==> src/rtl/fp_addsub_seq.sv <==
// Sequential floating-point adder/subtractor: a six-state FSM walks one operation through
// unpack, align, add, normalise and round, with flush-to-zero for denormal inputs and results.
module fp_addsub_seq #(
   parameter int EXP_W = 8,
   parameter int MAN_W = 23,
   localparam int W = 1 + EXP_W + MAN_W
) (
   input  logic         i_clk,
   input  logic         i_rst_n,
   input  logic [W-1:0] i_a,
   input  logic [W-1:0] i_b,
   input  logic [1:0]   i_sel,
   input  logic [1:0]   i_round,
   input  logic         i_start,
   output logic         o_busy,
   output logic         o_done,
   output logic         o_error,
   output logic         o_overflow,
   output logic [W-1:0] o_y
);

   localparam int EXT_W = MAN_W + 4;
   localparam int SUM_W = EXT_W + 1;
   localparam int LZ_W  = $clog2(SUM_W + 1);
   localparam int XE_W  = EXP_W + 2;
   localparam logic [EXP_W-1:0]       EXP_ONES = '1;
   localparam logic [EXP_W-1:0]       EXP_MAXF = {{(EXP_W-1){1'b1}}, 1'b0};
   localparam logic signed [XE_W-1:0] ONE_X    = XE_W'(1);
   localparam logic [W-1:0]           QNAN     = {1'b0, EXP_ONES, 1'b1, {(MAN_W-1){1'b0}}};

   typedef enum logic [2:0] {S_IDLE, S_UNPACK, S_ALIGN, S_ADD, S_NORM, S_ROUND} state_t;

   function automatic logic [LZ_W-1:0] f_clz(input logic [EXT_W-1:0] v);
      logic [LZ_W-1:0] n;
      logic            found;
      n     = '0;
      found = 1'b0;
      for (int i = EXT_W - 1; i >= 0; i--) begin
         if (!found) begin
            if (v[i]) found = 1'b1;
            else      n = n + LZ_W'(1);
         end
      end
      return n;
   endfunction

   function automatic logic f_round_inc(input logic [1:0] mode, input logic sgn,
                                        input logic lsb, input logic g, input logic r,
                                        input logic s);
      case (mode)
         2'b00:   return g & (r | s | lsb);
         2'b01:   return 1'b0;
         2'b10:   return ~sgn & (g | r | s);
         default: return sgn & (g | r | s);
      endcase
   endfunction

   function automatic logic [W-1:0] f_ovf_res(input logic [1:0] mode, input logic sgn);
      logic [W-1:0] inf_v;
      logic [W-1:0] max_v;
      inf_v = {sgn, EXP_ONES, {MAN_W{1'b0}}};
      max_v = {sgn, EXP_MAXF, {MAN_W{1'b1}}};
      case (mode)
         2'b00:   return inf_v;
         2'b01:   return max_v;
         2'b10:   return sgn ? max_v : inf_v;
         default: return sgn ? inf_v : max_v;
      endcase
   endfunction

   state_t                   r_state, w_next;
   logic                     w_accept;
   logic [W-1:0]             r_a, r_b;
   logic [1:0]               r_sel, r_rnd;
   logic                     r_sgn_big, r_eff_sub, r_err, r_inf, r_inf_sgn;
   logic signed [XE_W-1:0]   r_exp, r_nexp;
   logic [MAN_W:0]           r_sig_big, r_sig_sml;
   logic [EXP_W-1:0]         r_shift;
   logic [EXT_W-1:0]         r_aln, r_norm;
   logic [SUM_W-1:0]         r_sum;
   logic                     r_done, r_error, r_ovf;
   logic [W-1:0]             r_y;

   // FSM: state register, next state, outputs
   always_ff @(posedge i_clk or negedge i_rst_n) begin
      if (!i_rst_n) r_state <= S_IDLE;
      else          r_state <= w_next;
   end

   always_comb begin
      w_next = r_state;
      case (r_state)
         S_IDLE:   if (w_accept) w_next = S_UNPACK;
         S_UNPACK: w_next = S_ALIGN;
         S_ALIGN:  w_next = S_ADD;
         S_ADD:    w_next = S_NORM;
         S_NORM:   w_next = S_ROUND;
         default:  w_next = S_IDLE;
      endcase
   end

   // The done cycle is spent in IDLE, so a start coinciding with done is refused here.
   always_comb begin
      o_busy   = (r_state != S_IDLE);
      w_accept = (r_state == S_IDLE) && i_start && !r_done;
   end

   // Unpack: classify operands and order them by magnitude (exponent 0 counts as zero)
   logic             w_sa, w_sb, w_a_zero, w_b_zero, w_a_nan, w_b_nan, w_a_inf, w_b_inf, w_swap;
   logic [EXP_W-1:0] w_ea, w_eb;
   logic [MAN_W-1:0] w_fa, w_fb;
   logic [W-2:0]     w_ka, w_kb;
   logic [MAN_W:0]   w_siga, w_sigb;

   assign w_sa     = r_a[W-1];
   assign w_sb     = r_b[W-1] ^ r_sel[0];
   assign w_ea     = r_a[W-2:MAN_W];
   assign w_eb     = r_b[W-2:MAN_W];
   assign w_fa     = r_a[MAN_W-1:0];
   assign w_fb     = r_b[MAN_W-1:0];
   assign w_a_zero = (w_ea == '0);
   assign w_b_zero = (w_eb == '0);
   assign w_a_nan  = (w_ea == EXP_ONES) && (w_fa != '0);
   assign w_b_nan  = (w_eb == EXP_ONES) && (w_fb != '0);
   assign w_a_inf  = (w_ea == EXP_ONES) && (w_fa == '0);
   assign w_b_inf  = (w_eb == EXP_ONES) && (w_fb == '0);
   assign w_ka     = w_a_zero ? '0 : r_a[W-2:0];
   assign w_kb     = w_b_zero ? '0 : r_b[W-2:0];
   assign w_swap   = (w_kb > w_ka);
   assign w_siga   = w_a_zero ? '0 : {1'b1, w_fa};
   assign w_sigb   = w_b_zero ? '0 : {1'b1, w_fb};

   // Align: shift the smaller significand right, folding every lost bit into sticky
   logic [EXT_W-1:0] w_ext_sml, w_aln;
   logic             w_lost;
   assign w_ext_sml = {r_sig_sml, 3'b000};
   assign w_lost    = |(w_ext_sml & ~({EXT_W{1'b1}} << r_shift));
   assign w_aln     = (w_ext_sml >> r_shift) | {{(EXT_W-1){1'b0}}, w_lost};

   // Add: big magnitude minus smaller never goes negative
   logic [SUM_W-1:0] w_big_ext, w_sum;
   assign w_big_ext = {1'b0, r_sig_big, 3'b000};
   assign w_sum     = r_eff_sub ? (w_big_ext - {1'b0, r_aln}) : (w_big_ext + {1'b0, r_aln});

   // Normalise: carry-out right shift or cancellation left shift
   logic [LZ_W-1:0]        w_lz;
   logic [EXT_W-1:0]       w_norm;
   logic signed [XE_W-1:0] w_nexp;
   assign w_lz = f_clz(r_sum[EXT_W-1:0]);
   always_comb begin
      w_norm = r_sum[EXT_W-1:0] << w_lz;
      w_nexp = r_exp - $signed({{(XE_W-LZ_W){1'b0}}, w_lz});
      if (r_sum[SUM_W-1]) begin
         w_norm = {r_sum[SUM_W-1:2], r_sum[1] | r_sum[0]};
         w_nexp = r_exp + ONE_X;
      end
   end

   // Round and assemble; a zero hidden bit after normalising means an exact zero sum
   logic                   w_inc, w_uf, w_of;
   logic [MAN_W:0]         w_frac;
   logic signed [XE_W-1:0] w_rexp;
   logic [W-1:0]           w_res;
   assign w_inc  = f_round_inc(r_rnd, r_sgn_big, r_norm[3], r_norm[2], r_norm[1], r_norm[0]);
   assign w_frac = {1'b0, r_norm[EXT_W-2:3]} + {{MAN_W{1'b0}}, w_inc};
   assign w_rexp = r_nexp + $signed({{(XE_W-1){1'b0}}, w_frac[MAN_W]});
   assign w_uf   = (r_nexp < ONE_X);
   assign w_of   = (w_rexp >= $signed({2'b00, EXP_ONES}));

   always_comb begin
      w_res = {r_sgn_big, w_rexp[EXP_W-1:0], w_frac[MAN_W-1:0]};
      if (r_err)                   w_res = QNAN;
      else if (r_inf)              w_res = {r_inf_sgn, EXP_ONES, {MAN_W{1'b0}}};
      else if (!r_norm[EXT_W-1])   w_res = {(r_eff_sub ? (r_rnd == 2'b11) : r_sgn_big), {(W-1){1'b0}}};
      else if (w_uf)               w_res = {r_sgn_big, {(W-1){1'b0}}};
      else if (w_of)               w_res = f_ovf_res(r_rnd, r_sgn_big);
   end

   always_ff @(posedge i_clk) begin
      case (r_state)
         S_IDLE: begin
            if (w_accept) begin
               r_a   <= i_a;
               r_b   <= i_b;
               r_sel <= i_sel;
               r_rnd <= i_round;
            end
         end
         S_UNPACK: begin
            r_sgn_big <= w_swap ? w_sb : w_sa;
            r_eff_sub <= w_sa ^ w_sb;
            r_exp     <= $signed({2'b00, (w_swap ? w_eb : w_ea)});
            r_sig_big <= w_swap ? w_sigb : w_siga;
            r_sig_sml <= w_swap ? w_siga : w_sigb;
            r_shift   <= w_swap ? (w_eb - w_ea) : (w_ea - w_eb);
            r_err     <= w_a_nan | w_b_nan | r_sel[1] | (w_a_inf & w_b_inf & (w_sa ^ w_sb));
            r_inf     <= w_a_inf | w_b_inf;
            r_inf_sgn <= w_a_inf ? w_sa : w_sb;
         end
         S_ALIGN: r_aln <= w_aln;
         S_ADD:   r_sum <= w_sum;
         S_NORM: begin
            r_norm <= w_norm;
            r_nexp <= w_nexp;
         end
         default: ;
      endcase
   end

   always_ff @(posedge i_clk or negedge i_rst_n) begin
      if (!i_rst_n) begin
         r_done  <= 1'b0;
         r_error <= 1'b0;
         r_ovf   <= 1'b0;
         r_y     <= '0;
      end else begin
         r_done <= (r_state == S_ROUND);
         if (r_state == S_ROUND) begin
            r_y     <= w_res;
            r_error <= r_err;
            r_ovf   <= !r_err && !r_inf && r_norm[EXT_W-1] && !w_uf && w_of;
         end
      end
   end

   assign o_done     = r_done;
   assign o_error    = r_error;
   assign o_overflow = r_ovf;
   assign o_y        = r_y;

endmodule

==> config.mk <==
export PLATFORM = sky130hd
export DESIGN_NAME = fp_addsub_seq
export DESIGN_NICKNAME = d
export VERILOG_FILES = /design/src/rtl/fp_addsub_seq.sv
export SDC_FILE = /design/constraint.sdc
export NUM_CORES = 1
export LEC_CHECK = 0
export CAP_MARGIN = 40
export CORE_MARGIN = 1
export CORE_UTILIZATION = 54
export CTS_CLUSTER_DIAMETER = 100
export DETAILED_ROUTE_END_ITERATION = 8
export GPL_ROUTABILITY_DRIVEN = 0
export PLACE_DENSITY = 0.73
export SYNTH_ARGS = -nofsm -noshare
export SYNTH_HDL_FRONTEND = slang
export SYNTH_SLANG_ARGS = --single-unit
==> constraint.sdc <==
create_clock -name i_clk -period 22.4 [get_ports i_clk]
set_input_delay 4.48 -clock i_clk [delete_from_list [all_inputs] [get_ports i_clk]]
set_output_delay 4.48 -clock i_clk [all_outputs]
set_load 0.1 [all_outputs]
* After elaboration in Yosys (flattened, before gate mapping) *
Cells that the tools add are included.

word-level totals
  input port bits = 71
  output and inout bits = 36
  word-level logic and storage cells = 248
  register bits = 267

cells by class
  multiplexer cells = 129
  $lt $le $gt $ge = 3
  bitwise operators = 20
  $add $sub $neg = 34
  reductions and logical operators = 25
  equal/unequal tests = 11
  shift-type cells = 3

operators by type and width
  kind                                                count
  2-to-1 mux 5 bit                                    52
  2-to-1 mux 32 bit                                   7
  adder 5 x 1 -> 5 bit (second input constant)        26
  2-to-1 mux 24 bit                                   4
  one-hot mux 32 bit (3 select lines)                 1
  2-to-1 mux 31 bit                                   2
  2-to-1 mux 1 bit                                    55
  logical NOT 23 bit                                  2
  nonzero test 23 bit                                 2
  > comparator 31 bit                                 1
  adder 27 x 27 -> 28 bit                             1
  2-to-1 mux 28 bit                                   1
  subtractor 27 x 27 -> 28 bit                        1
  bitwise AND 27 bit                                  1
  inverter 27 bit                                     1
  OR 27 x 1 -> 27 bit                                 1
  OR reduction 27 bit                                 1
  left shift 27 x 5 -> 27 bit                         1
  left shift 27 x 8 -> 27 bit (first input constant)  1
  >> shifter 27 x 8 -> 27 bit                         1
  2-to-1 mux 26 bit                                   1
  adder 23 x 1 -> 24 bit                              1
  equality test 8 bit (second input constant)         2
  logical NOT 8 bit                                   2
  other kinds (27)                                    57

* Logic depth before layout (Yosys ltp) *
Gate-level depths: netlist of the first run.

  depth after elaboration = 81
  mapped depth = 103

* Least setup slack after synthesis of the first run *
OpenSTA, ideal clock, no wires.

  path kind = reg-to-reg
  start point = register r_sum[24]
  end point = register r_nexp[7], data pin
  library setup time = 0.258 ns
  period minus slack after synthesis = 19.377 ns
  path buffers = 6
  slack = 3.023 ns
  arrival = 19.119 ns
  stages on the path, launching flop included = 101
  path through = edfxtp_1 -> buf_4 -> or4_4 -> buf_6 -> or3_1 -> buf_6 -> nor4_1 -> buf_2 -> nand2_1 -> or3_1 -> nor3_1 -> a21o_1 -> buf_1 -> nor2_1 -> ha_1 -> mux2i_1 -> nand2_1 -> nand2_1 -> [65 not listed] -> a21o_1 -> ha_1 -> mux2_2 -> ha_1 -> nor2b_1 -> xnor2_1 -> nor2_1 -> xor2_1 -> inv_2 -> clkbuf_1 -> ha_1 -> a21o_1 -> a21o_1 -> nand2_1 -> nand2_1 -> nor2_1 -> a31oi_1 -> xnor2_1

between the ends
  cells in the longest elaborated chain, start to end = 76
  elaborated cells on any way between the ends = 101

RTL lines
  item                           line  text
  start: declaration             80    logic [SUM_W-1:0] r_sum;
  start signal: assignment       201   S_ADD: r_sum <= w_sum;
  2-to-1 mux 5 bit               40    if (v[i]) found = 1'b1;
  2-to-1 mux 5 bit               39    if (!found) begin
  adder 5 x 1 -> 5 bit           41    else n = n + LZ_W'(1);
  2-to-1 mux 5 bit               40
  2-to-1 mux 5 bit               39
  adder 5 x 1 -> 5 bit           41
  2-to-1 mux 5 bit               40
  2-to-1 mux 5 bit               39
  [61 not listed]                n/a
  2-to-1 mux 5 bit               40
  2-to-1 mux 5 bit               39
  adder 5 x 1 -> 5 bit           41
  2-to-1 mux 5 bit               40
  2-to-1 mux 5 bit (*)           39
  subtractor 8 x 5 -> 9 bit (*)  152   w_nexp = r_exp - $signed({{(XE_W-LZ_W){1'b0}}, w_lz});
  2-to-1 mux 10 bit (*)          153   if (r_sum[SUM_W-1]) begin
  via w_nexp[7]                  148   logic signed [XE_W-1:0] w_nexp;
  end signal: assignment         204   r_nexp <= w_nexp;
  end: declaration               76    logic signed [XE_W-1:0] r_exp, r_nexp;

The timed path passes the listed nets; every way through them passes the cells marked *.
A chain may end at the register's enable or synchronous reset.

* Worst setup path in the final report of the first run *
Ends and elaborated chain as after synthesis.

==> flow_metrics.tcl, run 1 <==
set metrics [dict create \
    status "complete, no violations" \
    cts_setup_buffers 0 \
    reg2reg_slack_ns 1.39 \
    grt_antenna_before_repair 0 \
    hpwl_um 38700 \
    grt_max_degree 93 \
    ant_nets 0 \
    min_from "o_y[22]$_DFFE_PN0P_" \
    critical_path.most_common_cell "ha_1" \
    crit_slowest_cell "or4_4" \
    clock_path_buffers 3 \
    reg2reg_to "r_nexp[7]$_DFFE_PN_" \
    min_path_cells 2 \
    clkLatencyLatePin_ns 0.59 \
    core_area_mm2 0.0358 \
    routedWlPerCell_um 18.3 \
    drtPass1Iterations 6 \
    path_class "register to register" \
    htree_levels 1 \
    nets 2469 \
    busiest_layer "met2" \
    setup_tns_ns 0 \
    vias 16800 \
    start_util_pct 55.3 \
    ys_seq_area_share_pct 39.5 \
    synth_edf_count 229 \
    seqCellArea_mm2 0.00783 \
    max_slew_margin_pct 40.5 \
    syn_area_mm2 0.0198 \
    p_leak_uw 0.00921 \
    max_freq_mhz 47.6 \
    r2r-start "r_sum[24]$_DFFE_PN_" \
    worst-path-max-fanout 30 \
    diodes 0 \
    row_count 69 \
    io_pins 107 \
    grt_use_met2_pct 47.5 \
    cp.required_ns 22.72 \
    hold_violations 0 \
    die_h_um 194 \
    multi_input_area_mm2 0.0110 \
    viasPerCell 6.12 \
    syn_inst 2190 \
    holdBufCountCts 0 \
    utilization_pct 63.8 \
    clock-sinks 267 \
    die_w_um 194 \
    reg2regPathDepth 92 \
    hold_class "register to register" \
    met1_usage_pct 31.1 \
    cpPeakStageDelay_ns 0.66 \
    setup_violations 0 \
    synth-async-reset-ratio_pct 14.2 \
    met3_usage_pct 3.48 \
    rsz0062_at_grt "false" \
    synth.avg_cell_area_um2 9.05 \
    period_minus_slack_ns 21.01 \
    fillers 2866 \
    fin_crit_sh_pct 93.8 \
    remaining_drc_errors 0 \
    ys_warn_count 0 \
    ctsRootBufferMaster "clkbuf_16" \
    drive_gt1_share_pct 7.70 \
    portBuffers 106 \
    ys_types 88 \
    cp-start-kind "register" \
    cts_tree "built" \
    hold-path-endpoint "o_y[22]$_DFFE_PN0P_" \
    syn2layout_area_growth_pct 15.3 \
    track_usage_pct 26.5 \
    ctsResizeCount 0 \
    die_area_mm2 0.0375 \
    drtIter0Drc 1469 \
    grt_pass1_vias 16100 \
    wl_um 50200 \
    endpoint_kind "register" \
    grt_pass1_wl_um 81000 \
    synth_nets 2395 \
    worstMarginPinSlew_ns 0.886 \
    cts_inserted_buffers 30 \
    max-vdd-ir-drop_mv 0.0805 \
    cp.arrival_ns 21.33 \
    maxSlewViolCount 0 \
    skew_ns 0.0300 \
    powerDensity_mw_per_mm2 138 \
    max_cap_violations 0 \
    synth_seq_cells 267 \
    overflow 0 \
    ys.flop_type "edfxtp_1" \
    clk_pin_slew_ns 0.06 \
]
-- metrics by stage --
step / std cells / power [µW] / setup slack (ns) / instance area [µm²] / hold slack, ns
after floorplan: 2190 / 2120 / 3.02 / 19800 / 0.468
after global placement: 2653 / 2470 / 1.82 / 21200 / 0.464
after detailed placement: 2693 / 2620 / 1.08 / 21800 / 0.473
after CTS: 2748 / 3140 / 1.00 / 22900 / 0.486
after global routing: 2748 / 3350 / 0.0898 / 22900 / 0.503
final: 2748 / 3150 / 1.39 / 22900 / 0.474
-- state kept, by name, summed over array words and instances (netlist names), 24 cells and up --
signal	count
r_sig_sml	24
r_sig_big	24
r_norm	27
r_b	32
o_y	32
r_a	32
r_sum	28
r_aln	27
-- kinds of logic (layout without fill, tap and decap cells) --
kind of cell	count (synthesis)	count (layout)	synth area share (%)
simple gates	749	749	17.7
compound gates	549	549	17.5
buf+inv	261	358	5.13
flops	267	267	39.5
mux	115	115	5.98
fa+ha+maj	136	136	8.71
xor+xnor	113	113	5.46
-- critical path, delay by kind of cell (launching register included) --
family | cells | cell delay (ns)
muxes | 15 | 3.07
adders and majority gates | 23 | 6.98
buffers and inverters | 4 | 1.04
and+or+nand+nor | 26 | 4.51
AOI/OAI and AO/OA | 23 | 4.45
DFF | 1 | 0.52
xor gates and xnor gates | 1 | 0.14
-- placed cells by master, fill, tap and decap left out, drive strengths merged, types with 9 or more instances in the layout --
master	Yosys	routed
or2	11	11
nor2b	31	31
a211oi	24	24
ha	130	130
a21o	32	32
and2	9	9
nor2	167	167
clkbuf	102	36
xnor2	72	72
o22a	11	11
o211ai	18	18
mux2i	88	88
mux2	27	27
dfrtp	38	38
and3	18	18
o21bai	14	14
nor3	50	50
nand4	24	24
or4	10	10
nor4	26	26
a22o	24	24
a31oi	17	17
nand2	275	275
o21ai	155	155
or3	19	19
clkdlybuf4s50	0	105
inv	136	136
o31ai	19	19
clkinv	2	14
edfxtp	229	229
buf	21	59
nand2b	23	23
xor2	36	36
a21oi	150	150
nand3	69	69
-- power breakdown --
part / switching [µW] / internal (µW)
Sequential: 157 / 779
Combinational: 1050 / 649
Clock: 205 / 313
-- layer usage --
layer  up-vias  wire length, µm
met3       172             2840
met2       697            25100
met1      7852            19600
met4         0             2660
li1       8085                -
met5         -                0
-- final cells by class --
class	instances	area share, %
sequential	267	34.2
timing repair buffer	165	8.07
multi-input combinational	1662	48.3
clock inverter	19	1.11
inverter	138	2.28
tap	461	2.52
clock buffer	36	3.51
-- Yosys cell counts (all sizes together) (7+ instances only) --
master,instances,area [µm²]
nand2,275,1030
edfxtp,229,6880
nor2,167,643
o21ai,155,776
a21oi,150,751
inv,136,510
ha,130,1630
clkbuf,102,383
mux2i,88,881
xnor2,72,646
nand3,69,345
nor3,50,255
dfrtp,38,951
xor2,36,323
a21o,32,240
nor2b,31,194
mux2,27,304
nor4,26,163
a211oi,24,180
a22o,24,210
nand4,24,150
nand2b,23,144
buf,21,116
o31ai,19,143
or3,19,119
and3,18,113
o211ai,18,135
a31oi,17,106
o21bai,14,105
o22a,11,96.3
or2,11,68.8
or4,10,82.6
and2,9,58.8
o22ai,8,50.1
a22oi,7,52.6
o21a,7,52.6
-- worst max path at each step --
stage	from	to	slack [ns]
3_3_place_gp	r_sum[24]$_DFFE_PN_	r_nexp[7]$_DFFE_PN_	1.82
6_report	r_sum[24]$_DFFE_PN_	r_nexp[7]$_DFFE_PN_	1.39
2_1_floorplan	r_sum[24]$_DFFE_PN_	r_nexp[7]$_DFFE_PN_	3.02
3_5_place_dp	r_sum[24]$_DFFE_PN_	r_nexp[7]$_DFFE_PN_	1.08
4_1_cts	r_sum[24]$_DFFE_PN_	r_nexp[7]$_DFFE_PN_	1.00
5_1_grt	r_sum[24]$_DFFE_PN_	r_nexp[7]$_DFFE_PN_	0.09
(Power assumes the default switching activity.)
==> inputs of run 2 (changes only) <==
--- a/config.mk
+++ b/config.mk
@@ -7,3 +7,3 @@
 export LEC_CHECK = 0
-export CAP_MARGIN = 40
+export CAP_MARGIN = 5
 export CORE_MARGIN = 1
==> constraint.sdc (replaced) <==
create_clock -name i_clk -period 22.4 [get_ports i_clk]
set_input_delay 2.24 -clock i_clk [delete_from_list [all_inputs] [get_ports i_clk]]
set_output_delay 2.24 -clock i_clk [all_outputs]
set_load 0.1 [all_outputs]
==> flow_metrics.tcl, run 2 (synthesized netlist as in run 1, its figures left out) <==
set metrics [dict create \
    start_util_pct 55.3 \
    r2r-start "r_sum[24]$_DFFE_PN_" \
    hpwl_um 38300 \
    hold_class "register to register" \
    portBuffers 106 \
    cts_inserted_buffers 30 \
    reg2regPathDepth 95 \
    min_from "o_y[22]$_DFFE_PN0P_" \
    htree_levels 1 \
    max_freq_mhz 47.5 \
    fin_crit_sh_pct 93.9 \
    grt_use_met2_pct 46.5 \
    drive_gt1_share_pct 5.83 \
    p_leak_uw 0.00888 \
    fillers 2939 \
    vias 16600 \
    multi_input_area_mm2 0.0110 \
    mostFrequentLayoutCells "nand2_1 (274), edfxtp_1 (229), nor2_1 (164)" \
    viasPerCell 6.14 \
    cp-start-kind "register" \
    syn2layout_area_growth_pct 11.9 \
    core_area_mm2 0.0358 \
    hold_violations 0 \
    cpPeakStageDelay_ns 0.66 \
    switchingPower_uw 1400 \
    cts_setup_buffers 0 \
    grt_antenna_before_repair 0 \
    die_h_um 194 \
    hold-path-endpoint "o_y[22]$_DFFE_PN0P_" \
    ant_nets 0 \
    io_pins 107 \
    reg2reg_to "r_nexp[7]$_DFFE_PN_" \
    met3_usage_pct 3.53 \
    reg2reg_slack_ns 1.37 \
    max-vdd-ir-drop_mv 0.0746 \
    cp.required_ns 22.73 \
    critical_path.most_common_cell "ha_1" \
    cts_tree "built" \
    powerDensity_mw_per_mm2 137 \
    remaining_drc_errors 0 \
    wl_um 49800 \
    worstMarginPinSlew_ns 1.06 \
    setup_violations 0 \
    row_count 69 \
    nets 2429 \
    cp.arrival_ns 21.36 \
    max_slew_margin_pct 29.3 \
    layout_commonest_cell "nand2_1" \
    met1_usage_pct 30.8 \
    clkLatencyLatePin_ns 0.60 \
    crit_slowest_cell "or4_4" \
    diodes 0 \
    routedWlPerCell_um 18.4 \
    clock_path_buffers 3 \
    clockPowerShare_pct 16.5 \
    holdWs_ns 0.485 \
    grt_pass1_vias 16100 \
    setup_tns_ns 0 \
    busiest_layer "met2" \
    drtIter0Drc 1617 \
    seqCellArea_mm2 0.00783 \
    intPower_uw 1650 \
    skew_ns 0.0274 \
    rsz0062_at_grt "false" \
    track_usage_pct 26.2 \
    status "complete, no violations" \
    endpoint_kind "register" \
    period_minus_slack_ns 21.03 \
    crit_family "adder cells" \
    critPathBufInv 4 \
    ctsRootBufferMaster "clkbuf_16" \
    path_class "register to register" \
    drtPass1Iterations 6 \
    swShare_pct 45.9 \
    p_comb_share_pct 52.7 \
    overflow 0 \
    max_cap_violations 0 \
    grt_pass1_wl_um 80100 \
    p_seq_share_pct 30.7 \
    grt_max_degree 127 \
    worst-path-max-fanout 30 \
    maxSlewViolCount 0 \
    die_w_um 194 \
    min_path_cells 2 \
    clock-sinks 267 \
    clk_pin_slew_ns 0.06 \
    die_area_mm2 0.0375 \
]
[run 2: cell types whose count changed in the layout (fill, tap and decap cells not counted), moves of 2 or more]
cell and delta:
buf_16 -5, clkbuf_1 +5, clkinv_2 -3, bufinv_16 -2, clkinv_4 -2, buf_8 -32
[run 2: worst register-to-register path: cells and delay by family, from the launching register on]
kind / cells / cell delay [ns]
AND/OR/NAND/NOR: 28 / 4.61
buffers and inverters: 4 / 1.06
XOR/XNOR: 1 / 0.14
multiplexers: 15 / 3.04
flip-flops: 1 / 0.51
AO/OA/AOI/OAI: 23 / 4.11
adder cells (fa/ha/maj): 24 / 7.30
[run 2: repair_timing]
item / CTS / global route
endpoints found under the setup margin: 0 / 12
resized for setup: 0 / 4
hold buffers: 0 / 0
[run 2: routing by layer]
metal	up-vias	share of wire [%]
met4	0	5.3
met5	-	0
met2	698	50
li1	8006	-
met1	7757	39
met3	178	5.8
[run 2: per-stage QoR]
step           setup WS, ns  total power [µW]  area (µm²)  cells  util (%)
2_1_floorplan          3.02              2120       19800   2190         -
3_3_place_gp           1.82              2470       21200   2653      59.0
3_5_place_dp           1.09              2520       21200   2653      59.0
4_1_cts                1.03              3030       22200   2709      61.9
5_1_grt               0.193              3230       22200   2709      61.9
6_report               1.37              3040       22200   2709      61.9
[run 2: worst max-delay path by stage]
stage                              startpoint             endpoint  slack (ns)  cells past startpoint
after floorplan           r_sum[24]$_DFFE_PN_  r_nexp[7]$_DFFE_PN_        3.02                    100
after global placement    r_sum[24]$_DFFE_PN_  r_nexp[7]$_DFFE_PN_        1.82                     95
after detailed placement  r_sum[24]$_DFFE_PN_  r_nexp[7]$_DFFE_PN_        1.09                     95
after global routing      r_sum[24]$_DFFE_PN_  r_nexp[8]$_DFFE_PN_        0.19                     93
after CTS                 r_sum[24]$_DFFE_PN_  r_nexp[7]$_DFFE_PN_        1.03                     95
final                     r_sum[24]$_DFFE_PN_  r_nexp[7]$_DFFE_PN_        1.37                     95
[run 2: final cells by class]
cell class,count,area share [%]
tap,461,2.60
clock buffer,42,3.82
timing repair buffer,125,5.40
sequential,267,35.3
multi-input combinational,1662,49.8
inverter,138,2.35
clock inverter,14,0.778
[run 2: power groups by stage]
stage | sequential, µW | combinational (µW) | clock [µW]
finish | 936 | 1610 | 503
global route | 954 | 1750 | 529
CTS | 933 | 1580 | 511
detailed placement | 942 | 1570 | 0
global placement | 933 | 1540 | 0
floorplan | 1040 | 1070 | 0
